File: src/rtl/wb_pkg.sv
`default_nettype none
// +----------------------------------------------------------------------------+
// | wb_pkg : shared widths, write-back entry type and helpers for writeback_unit|
// | Rev 1.0                                                                     |
// +----------------------------------------------------------------------------+
package wb_pkg;

    localparam int XLEN       = 64;
    localparam int REG_ADDR_W = 5;
    localparam int NUM_REGS   = 32;

    typedef struct packed {
        logic [REG_ADDR_W-1:0] rd;
        logic [XLEN-1:0]       data;
    } wb_entry_t;

    function automatic logic is_x0(input logic [REG_ADDR_W-1:0] r);
        return (r == '0);
    endfunction

endpackage
`default_nettype wire

File: src/rtl/wb_fifo.sv
`default_nettype none
// +----------------------------------------------------------------------------+
// | wb_fifo : DEPTH-entry FIFO holding {rd, data} ALU results (show-ahead head) |
// | Rev 1.0                                                                     |
// +----------------------------------------------------------------------------+
module wb_fifo
    import wb_pkg::*;
#(
    parameter int N     = XLEN,
    parameter int DEPTH = 4
) (
    input  logic                    clk,
    input  logic                    rst_n,
    input  logic                    push,
    input  logic [REG_ADDR_W+N-1:0] push_data,
    input  logic                    pop,
    output logic                    full,
    output logic                    empty,
    output logic [REG_ADDR_W+N-1:0] head
);

    localparam int          c_AW      = $clog2(DEPTH);
    localparam int          c_W       = REG_ADDR_W + N;
    localparam logic [c_AW:0] c_PTR_ONE = {{c_AW{1'b0}}, 1'b1};

    logic [c_W-1:0]  r_mem [DEPTH];
    logic [c_AW:0]   r_wr_ptr;
    logic [c_AW:0]   r_rd_ptr;
    logic            w_do_push;
    logic            w_do_pop;

    // Extra pointer bit distinguishes full from empty when the indices match.
    assign full      = (r_wr_ptr[c_AW] != r_rd_ptr[c_AW]) &&
                       (r_wr_ptr[c_AW-1:0] == r_rd_ptr[c_AW-1:0]);
    assign empty     = (r_wr_ptr == r_rd_ptr);
    assign w_do_push = push && !full;
    assign w_do_pop  = pop && !empty;
    assign head      = r_mem[r_rd_ptr[c_AW-1:0]];

    always_ff @(posedge clk or negedge rst_n) begin
        if (!rst_n) begin
            r_wr_ptr <= '0;
            r_rd_ptr <= '0;
        end else begin
            if (w_do_push) r_wr_ptr <= r_wr_ptr + c_PTR_ONE;
            if (w_do_pop)  r_rd_ptr <= r_rd_ptr + c_PTR_ONE;
        end
    end

    always_ff @(posedge clk) begin
        if (w_do_push) r_mem[r_wr_ptr[c_AW-1:0]] <= push_data;
    end

endmodule
`default_nettype wire

File: src/rtl/writeback_unit.sv
`default_nettype none
// +----------------------------------------------------------------------------+
// | writeback_unit : merges ALU/load results into one RF write port + scoreboard|
// | Optional WB_BYPASS_EN adds commit-cycle forwarding ports.      Rev 1.0      |
// +----------------------------------------------------------------------------+
module writeback_unit
    import wb_pkg::*;
#(
    parameter int N     = XLEN,
    parameter int DEPTH = 4
) (
    input  logic                  clk,
    input  logic                  rst_n,
    input  logic                  aluValid,
    output logic                  aluReady,
    input  logic [REG_ADDR_W-1:0] aluRd,
    input  logic [N-1:0]          aluData,
    input  logic                  memValid,
    output logic                  memReady,
    input  logic [REG_ADDR_W-1:0] memRd,
    input  logic [N-1:0]          memData,
    input  logic                  issueValid,
    input  logic [REG_ADDR_W-1:0] issueRd,
    input  logic [REG_ADDR_W-1:0] queryRs1,
    input  logic [REG_ADDR_W-1:0] queryRs2,
    output logic                  busy1,
    output logic                  busy2,
    output logic                  writeEnable,
    output logic [REG_ADDR_W-1:0] rd,
    output logic [N-1:0]          writerData
`ifdef WB_BYPASS_EN
   ,output logic                  fwd1Valid,
    output logic                  fwd2Valid,
    output logic [N-1:0]          fwd1Data,
    output logic [N-1:0]          fwd2Data
`endif
);

    logic                    w_fifo_full;
    logic                    w_fifo_empty;
    logic                    w_fifo_pop;
    logic                    w_alu_push;
    logic [REG_ADDR_W+N-1:0] w_fifo_head;

    wb_entry_t               r_hold;
    logic                    r_hold_valid;
    logic                    w_mem_push;

    wb_entry_t               w_sel;
    logic                    w_sel_valid;

    logic                    r_we;
    logic [REG_ADDR_W-1:0]   r_rd;
    logic [N-1:0]            r_wdata;

    logic [NUM_REGS-1:0]     r_pending;
    logic [NUM_REGS-1:0]     w_pending_nxt;
    logic                    w_busy1_raw;
    logic                    w_busy2_raw;

    assign aluReady   = !w_fifo_full;
    assign w_alu_push = aluValid && !w_fifo_full;
    assign memReady   = !r_hold_valid;
    assign w_mem_push = memValid && !r_hold_valid;

    wb_fifo #(
        .N     (N),
        .DEPTH (DEPTH)
    ) u_alu_fifo (
        .clk       (clk),
        .rst_n     (rst_n),
        .push      (w_alu_push),
        .push_data ({aluRd, aluData}),
        .pop       (w_fifo_pop),
        .full      (w_fifo_full),
        .empty     (w_fifo_empty),
        .head      (w_fifo_head)
    );

    // Selection looks only at registered state, so a result never bypasses its queue.
    always_comb begin
        w_sel       = r_hold;
        w_sel_valid = r_hold_valid;
        w_fifo_pop  = 1'b0;
        if (!r_hold_valid) begin
            w_sel.rd    = w_fifo_head[N +: REG_ADDR_W];
            w_sel.data  = XLEN'(w_fifo_head[N-1:0]);
            w_sel_valid = !w_fifo_empty;
            w_fifo_pop  = !w_fifo_empty;
        end
    end

    always_ff @(posedge clk or negedge rst_n) begin
        if (!rst_n) begin
            r_hold_valid <= 1'b0;
            r_hold       <= '0;
        end else if (w_mem_push) begin
            r_hold_valid <= 1'b1;
            r_hold.rd    <= memRd;
            r_hold.data  <= XLEN'(memData);
        end else if (r_hold_valid) begin
            r_hold_valid <= 1'b0;
        end
    end

    always_ff @(posedge clk or negedge rst_n) begin
        if (!rst_n) begin
            r_we    <= 1'b0;
            r_rd    <= '0;
            r_wdata <= '0;
        end else begin
            r_we <= w_sel_valid && !is_x0(w_sel.rd);
            if (w_sel_valid) begin
                r_rd    <= w_sel.rd;
                r_wdata <= w_sel.data[N-1:0];
            end
        end
    end

    assign writeEnable = r_we;
    assign rd          = r_rd;
    assign writerData  = r_wdata;

    // A new issue to the register being retired wins over the clear.
    always_comb begin
        w_pending_nxt = r_pending;
        if (r_we)       w_pending_nxt[r_rd]    = 1'b0;
        if (issueValid) w_pending_nxt[issueRd] = 1'b1;
        w_pending_nxt[0] = 1'b0;
    end

    always_ff @(posedge clk or negedge rst_n) begin
        if (!rst_n) r_pending <= '0;
        else        r_pending <= w_pending_nxt;
    end

    assign w_busy1_raw = r_pending[queryRs1];
    assign w_busy2_raw = r_pending[queryRs2];

`ifdef WB_BYPASS_EN
    logic w_fwd1;
    logic w_fwd2;

    assign w_fwd1    = r_we && !is_x0(r_rd) && (r_rd == queryRs1);
    assign w_fwd2    = r_we && !is_x0(r_rd) && (r_rd == queryRs2);
    assign fwd1Valid = w_fwd1;
    assign fwd2Valid = w_fwd2;
    assign fwd1Data  = r_wdata;
    assign fwd2Data  = r_wdata;
    assign busy1     = w_busy1_raw && !w_fwd1;
    assign busy2     = w_busy2_raw && !w_fwd2;
`else
    assign busy1     = w_busy1_raw;
    assign busy2     = w_busy2_raw;
`endif

endmodule
`default_nettype wire

File: config.mk
export PLATFORM = sky130hd
export DESIGN_NAME = writeback_unit
export DESIGN_NICKNAME = d
export VERILOG_FILES = /design/src/rtl/wb_pkg.sv /design/src/rtl/wb_fifo.sv /design/src/rtl/writeback_unit.sv
export SDC_FILE = /design/constraint.sdc
export NUM_CORES = 1
export LEC_CHECK = 0
export CAP_MARGIN = 20
export CORE_AREA = 2 2 159 238
export CTS_BUF_LIST = sky130_fd_sc_hd__clkbuf_16
export DETAILED_ROUTE_END_ITERATION = 8
export DIE_AREA = 0 0 161 240
export MAX_ROUTING_LAYER = met4
export PLACE_DENSITY_LB_ADDON = 0.1
export SLEW_MARGIN = 20
export SYNTH_ARGS = -nofsm -noshare
export SYNTH_HDL_FRONTEND = slang
export SYNTH_HIERARCHICAL = 1
export SYNTH_SLANG_ARGS = --single-unit
File: constraint.sdc
create_clock -name clk -period 3.55 [get_ports clk]
set_clock_uncertainty 0.15 [all_clocks]
set_input_delay 1.065 -clock clk [delete_from_list [all_inputs] [get_ports clk]]
set_output_delay 1.065 -clock clk [all_outputs]
set_load 0.05 [all_outputs]
* Word level (Yosys, flattened, before mapping)
Memories as Yosys holds them, arrays and structs flattened. Cells that the tools add are included.
Cells by class: $add $sub $neg 2, magnitude comparators 6, eq/ne operators 3, multiplexer cells 16, bitwise operators 3, reductions and logical operators 13
Operators with widths (count):
- 69-bit 2-to-1 mux | 1
- 32-bit 2-to-1 mux | 2
- 32-bit bitwise AND | 1
- 32-bit NOT | 1
- 32-bit OR | 1
- 5-bit by 6-bit < comparator with 1-bit output (second input constant) | 4
- 1-bit binary-select mux with 5-bit select | 2
- 1-bit demux with 5-bit select | 2
- 5-bit by 1-bit greater-or-equal comparator with 1-bit output (second input constant) | 2
- 1-bit 2-to-1 mux | 9
- 1-bit logical AND | 8
- 3-bit by 1-bit adder with 3-bit output (second input constant) | 2
- 5-bit logical NOT | 1
- 1-bit logical NOT | 4
- 3-bit equality test | 1
- 2-bit equality test | 1
- 1-bit != test | 1
Word-level totals: flip-flop bits (word level) 177, bits in writable memories 276, input bits 158, output and inout port bits 74, logic and storage cells 53, memories 1
Memories:
- u_alu_fifo.r_mem | depth 4, bits a word 69, read ports 1, clocked after memory_dff 0, wr ports 1, line wb_fifo.sv:26 | logic [c_W-1:0] r_mem [DEPTH];

* Logic depth before layout (Yosys ltp)
Gate-level depths: netlist of run 1.
depth after elaboration 9, mapped depth 10, depth with buffers taken out 7

* Cells and area by module
Netlist of run 1, hierarchy kept.
By module, submodules not included:
- wb_fifo | times used 1, cells an instance 412, area an instance 10446.3 sq um, seq. area each 8438.1 sq um
- writeback_unit | times used 1, cells an instance 654, area an instance 7632.3 sq um, seq. area each 4279.1 sq um

* Least setup slack after synthesis of run 1
OpenSTA, ideal clock, no wires.
path type input to register, start in aluValid, end mem u_alu_fifo/r_mem[0][0] in the netlist's numbering (enable), library setup time 0.435 ns, data arrival time 3.207 ns, data required time 2.965 ns, path slack -0.242 ns, stages on the path 4, buffers on the path 0, cells stage by stage nor2b_1 > inv_1 > a31oi_2 > and2_1
On the way: longest elaborated chain between the ends 4
Ends and longest elaborated chain:
- start, declared | line writeback_unit.sv:14 | input logic aluValid,
- 1-bit logical AND | line writeback_unit.sv:62 | assign w_alu_push = aluValid && !w_fifo_full;
- 1-bit logical AND | line wb_fifo.sv:36 | assign w_do_push = push && !full;
- 1-bit 2-to-1 mux | line wb_fifo.sv:51 | if (w_do_push) r_mem[r_wr_ptr[c_AW-1:0]] <= push_data;
- 1-bit 2-to-1 mux (implied by the code) | line wb_fifo.sv:51
- end, declared | line wb_fifo.sv:26
No other way between the ends.

* Worst setup path in the final report of run 1
start in queryRs2[0], end out busy2
On the way: longest elaborated chain between the ends 2
Ends and longest elaborated chain:
- start, declared | line writeback_unit.sv:25 | input logic [REG_ADDR_W-1:0] queryRs2,
- 1-bit binary-select mux with 5-bit select | line writeback_unit.sv:138 | assign w_busy2_raw = r_pending[queryRs2];
- 1-bit 2-to-1 mux (implied by the code) | line writeback_unit.sv:138
- end, declared | line writeback_unit.sv:27 | output logic busy2,
No other way between the ends. The select of a mux whose other input is x is not followed.

==> impl_metrics.tcl, run 1 <==
set metrics [dict create \
    p_leak_nw 8.143 \
    avgSynthCellArea_um2 16.96 \
    power_switching_mw 6.895 \
    cp.required_ns 2.33 \
    period_share_pct 98.06 \
    total_power_mw 19.63 \
    area_delta_synth_final_pct 25.09 \
    fin_nets 1485 \
    ir_drop_mv 0.5136 \
    min_from "r_hold[25]" \
    synth_top_cell_area_share_pct 45.84 \
    p_per_area_nw_per_um2 867.8 \
    ios 232 \
    drt_iter0_markers 665 \
    grt_pass1_wl_um 61380 \
    period_needed_ns 3.481 \
    yosysTopAreaCell "edfxtp_1" \
    dr.pass1.iters 4 \
    power.internal_mw 12.73 \
    grt_overflow_total 0 \
    syn_area_um2 18080 \
    die_area_um2 38640 \
    arrival_ns 2.27 \
    num_rows 86 \
    worstSkewPairLatency_ns 0.55 \
    synth_most_common_cell "edfxtp_1" \
    ys_seq_area_share_pct 70.34 \
    floorplan.die.width_um 161 \
    dpl.hpwl_um 25960 \
    synthCells 1066 \
    power_frac_seq_pct 40.2 \
    core_area_um2 36590 \
    p_clk_share_pct 22.1 \
    cts_buffer_depth 3 \
    crit_start "queryRs2[0]" \
    htree_levels 2 \
    async_flop_share_pct 39.07 \
    p_comb_share_pct 37.7 \
    cts.root.buffer_cell "clkbuf_16" \
    antenna_found_initial 5 \
    avgRoutedWirePerCell_um 21.50 \
    critical_path_class "in -> out" \
    numCtsBuffers 43 \
    die_h_um 240 \
    swShare_pct 35.13 \
    yosysWarnings 6 \
    grt_setup_unrepaired "no" \
    syn-num-nets 1229 \
    place_congestion 0.8548 \
    max_freq_mhz 287.3 \
    tightest_slew_ns 0.8638 \
    r2r_cells 8 \
    cp-start-kind "input pin" \
    path_clk_slew_ns 0.06 \
    grt.total_usage_pct 21.53 \
    wl_um 39680 \
    grt_pass1_vias 10720 \
    rr_startpoint "u_alu_fifo/r_rd_ptr[0]" \
    cap_viol_max_count 0 \
    ys_seq_elements 453 \
    maxSlewViolCount 0 \
    fin_area_um2 22620 \
    critPathCaptureType "output pin" \
    route.detailed.drc 0 \
    hp-class "reg -> reg" \
    layout-drive-gt1-share_pct 20.19 \
    initial_core_util_pct 49.42 \
    critPathMaxFanout 3 \
    relSlewSlack_pct 42.41 \
    ant_nets 0 \
    setup-violations-final 0 \
    vias_per_cell 5.456 \
    holdPathStages 2 \
    clock_sinks 453 \
    holdBufCountCts 0 \
    synth_area_leaders "edfxtp_1, dfrtp_1, mux4_2" \
    ys.flop_type "edfxtp_1" \
    hold_viol_final 0 \
    tritoncts "built" \
    grt_max_degree 85 \
    synth_edf_count 276 \
    via_count 10070 \
    port_buffers 231 \
    synthTopCellsByCount "edfxtp_1, dfrtp_1, o21ai_0, mux2i_1, nand2_1" \
    placed_area_um2 21230 \
    status "finished clean" \
    synth_cell_type_count 39 \
]
-- area by class of cell --
cell class,count,area (um2)
multi-input combinational,547,5111
sequential,453,12730
inverter,9,33.78
timing repair buffer,268,2788
tap,484,605.6
clock buffer,45,1126
fill,2771,13970
clock inverter,35,210.2
antenna,5,12.51
-- sequential cells by signal (all words and copies together), names as in the netlist --
register / flops
r_hold: 69
r_hold_valid: 1
r_pending: 31
rd: 5
u_alu_fifo/r_mem: 276
u_alu_fifo/r_rd_ptr: 3
u_alu_fifo/r_wr_ptr: 3
writeEnable: 1
writerData: 64
-- kinds of logic after synthesis --
logic type	share of synthesized area, %
flip-flops	70.34
multiplexers	18.46
AO/OA/AOI/OAI	4.810
AND/OR/NAND/NOR	3.786
buffers and inverters	1.793
XOR/XNOR	0.4638
adder cells (fa/ha/maj)	0.3460
-- stage by stage --
step | setup TNS [ns] | util [%] | setup WS, ns | hold WS, ns | std cells
2_1_floorplan | -0.05170 | - | -0.02585 | 0.2992 | 1066
5_1_grt | 0 | 61.82 | 0.006964 | 0.3431 | 1846
6_report | 0 | 61.82 | 0.06880 | 0.3277 | 1846
4_1_cts | -0.01520 | 61.72 | -0.01520 | 0.3319 | 1841
3_5_place_dp | -0.8446 | 58.02 | -0.4457 | 0.3203 | 1761
3_3_place_gp | -0.8685 | 58.02 | -0.4636 | 0.3095 | 1761
-- power groups by stage --
| stage | combinational (mW) | clock (mW) | sequential (mW) |
|---|---|---|---|
| finish | 7.40 | 4.33 | 7.90 |
| global route | 7.96 | 4.64 | 8.03 |
| CTS | 7.53 | 4.44 | 7.91 |
| detailed placement | 7.50 | 0 | 8.01 |
| global placement | 7.45 | 0 | 7.96 |
| floorplan | 3.70 | 0 | 9.18 |
-- path summary, 6_finish.rpt --
path | end | slack [ns]
hold reg to reg | writerData[25] | 0.33
hold / removal | writerData[25] | 0.33
setup reg to reg | u_alu_fifo/r_mem[1][18] | 0.88
setup / recovery | busy2 | 0.07
min in group asynchronous | r_pending[11] | 0.36
max in group asynchronous | writerData[48] | 2.17
-- layout by cell type, fill, tap and decap left out, drive strengths merged, types with 3 or more instances in the layout --
| master | instances |
|---|---|
| nor2 | 10 |
| xor2 | 3 |
| edfxtp | 276 |
| mux2i | 87 |
| clkdlybuf4s50 | 219 |
| dfrtp | 177 |
| diode | 5 |
| a31oi | 4 |
| ha | 5 |
| clkinv | 16 |
| a21o | 3 |
| mux2 | 69 |
| nand3b | 10 |
| and2 | 4 |
| a21oi | 9 |
| a22oi | 5 |
| mux4 | 75 |
| clkbuf | 46 |
| buf | 44 |
| nand2 | 76 |
| inv | 26 |
| xnor2 | 4 |
| or3b | 5 |
| nand2b | 6 |
| nand3 | 15 |
| o21ai | 134 |
| nor2b | 7 |
-- repair_timing --
item,4_1_cts,5_1_grt
buffers inserted,0,0
resized for setup,22,11
pin swaps,2,4
endpoints found under the setup margin,2,2
-- worst max-delay path, stage by stage --
cell      delay [ns]
buf_6           0.09
mux4_2          0.49
nand2b_4        0.15
o211ai_1        0.10
nand4_1         0.18
buf_12          0.19
-- layer usage --
layer,vias to the layer above,GRT usage [%],wire length (um)
li1,4623,-,-
met1,5166,24.53,15190
met3,44,4.037,1914
met2,239,39.13,21910
met5,-,-,0
met4,0,5.601,667
Note: power is estimated with default switching activity, not from simulation.
==> inputs of run 2 (changes only) <==
- CTS_CLUSTER_SIZE: not set -> 12
==> impl_metrics.tcl, run 2 (synthesis results as in run 1) <==
set metrics [dict create \
    placed_area_um2 21230 \
    max_freq_mhz 287.3 \
    critPathMaxFanout 3 \
    clock_sinks 453 \
    layout_common_cells "edfxtp_1, clkdlybuf4s50_1, dfrtp_1" \
    place_congestion 0.8548 \
    fin_area_um2 22560 \
    worstSkewPairLatency_ns 0.54 \
    grt_pass1_vias 10730 \
    drt_iter0_markers 681 \
    grt_setup_unrepaired "no" \
    initial_core_util_pct 49.42 \
    die_h_um 240 \
    power.internal_mw 12.58 \
    p_clk_share_pct 21.4 \
    dpl.hpwl_um 25960 \
    die_area_um2 38640 \
    cts.root.buffer_cell "clkbuf_16" \
    status "finished clean" \
    crit_start "queryRs2[0]" \
    cts_setup_buffers 0 \
    ios 232 \
    fin_nets 1487 \
    path_clk_slew_ns 0.06 \
    numCtsBuffers 45 \
    grt_pass1_wl_um 61580 \
    avgRoutedWirePerCell_um 21.53 \
    hold_viol_final 0 \
    p_per_area_nw_per_um2 863.0 \
    place_ws_ns -0.4457 \
    ir_drop_mv 0.5028 \
    grt.total_usage_pct 21.55 \
    period_needed_ns 3.481 \
    maxSlewViolCount 0 \
    fin_cells 1846 \
    setup_ws_ns 0.06944 \
    port_buffers 231 \
    htree_levels 2 \
    dr.pass1.iters 4 \
    final_common_cell "edfxtp_1" \
    ant_nets 0 \
    critical-path-max-stage-delay_ns 0.49 \
    rr_startpoint "u_alu_fifo/r_rd_ptr[0]" \
    floorplan.die.width_um 161 \
    p_leak_nw 8.158 \
    via_count 10050 \
    post-place-cells 1761 \
    critical_path_class "in -> out" \
    p_comb_share_pct 38.0 \
    cap_viol_max_count 0 \
    power_frac_seq_pct 40.6 \
    hp-class "reg -> reg" \
    relSlewSlack_pct 41.95 \
    largest_reg_flops 276 \
    area_delta_synth_final_pct 24.76 \
    period_share_pct 98.04 \
    num_rows 86 \
    power_switching_mw 6.883 \
    antenna_found_initial 3 \
    cp_cell_sequence "buf_6 -> mux4_2 -> nand2b_4 -> o211ai_1 -> nand4_1 -> buf_12" \
    setup-violations-final 0 \
    cp-start-kind "input pin" \
    tightest_slew_ns 0.8707 \
    layout-drive-gt1-share_pct 19.50 \
    cts_buffer_depth 3 \
    vias_per_cell 5.442 \
    fin_setup_tns_ns 0 \
    slowest_stage "mux4_2" \
    critPathCaptureType "output pin" \
    swShare_pct 35.36 \
    grt_overflow_total 0 \
    min_from "r_hold[25]" \
    wl_um 39740 \
    cp.required_ns 2.33 \
    total_power_mw 19.47 \
    tritoncts "built" \
    arrival_ns 2.27 \
    route.detailed.drc 0 \
    core_area_um2 36590 \
    grt_max_degree 85 \
]
[run 2: changes by cell type in the layout (fill, tap and decap cells not counted), sizes merged]
cell,before,now
bufinv,2,0
clkinv,16,6
diode,5,3
inv,26,40
[run 2: final timing paths]
path	end	cells after the start	slack, ns
setup / recovery	busy2	6	0.07
hold / removal	writerData[25]	2	0.32
setup reg to reg	u_alu_fifo/r_mem[1][5]	8	0.88
hold reg to reg	writerData[25]	2	0.32
max in group asynchronous	r_hold[45]	2	2.16
min in group asynchronous	r_pending[11]	1	0.37
[run 2: repair_timing]
action	4_1_cts	5_1_grt
gates resized for setup	22	11
endpoints found under the hold margin	0	0
endpoints found under the setup margin	2	2
pin swaps	2	4
hold buffers	0	0
[run 2: routing by layer]
layer	vias up	GRT usage, %	wire [um]
met5	-	-	0
met4	0	5.790	841
met3	63	3.881	1867
met2	239	38.83	21760
met1	5129	24.89	15270
li1	4615	-	-
[run 2: metrics by stage]
stage | utilization [%] | hold WS, ns
final | 61.65 | 0.3241
after global routing | 61.65 | 0.3431
after detailed placement | 58.02 | 0.3203
after floorplan | - | 0.2992
after global placement | 58.02 | 0.3095
after CTS | 61.57 | 0.3311
[run 2: worst max-delay path, delay by kind of cell]
| kind | cells | cell delay (ns) |
|---|---|---|
| AND/OR/NAND/NOR | 2 | 0.33 |
| buffers and inverters | 2 | 0.28 |
| multiplexers | 1 | 0.49 |
| AO/OA/AOI/OAI | 1 | 0.10 |
[run 2: cell type report]
type,instances,area (um2)
antenna,3,7.507
clock buffer,45,1126
clock inverter,37,155.1
fill,2777,14030
inverter,9,33.78
multi-input combinational,547,5111
sequential,453,12730
tap,484,605.6
timing repair buffer,268,2788
[run 2: power groups by stage]
| stage | clock [mW] | sequential, mW | combinational, mW |
|---|---|---|---|
| 2_1_floorplan | 0 | 9.18 | 3.70 |
| 3_3_place_gp | 0 | 7.96 | 7.45 |
| 3_5_place_dp | 0 | 8.01 | 7.50 |
| 4_1_cts | 4.28 | 7.91 | 7.53 |
| 5_1_grt | 4.49 | 8.03 | 7.95 |
| 6_report | 4.17 | 7.90 | 7.40 |
==> inputs of run 3 (changes only) <==
- CAP_MARGIN: 20 -> not set
==> results of run 3 <==
No change in the layout: final DEF, timing and power equal those of run 2.
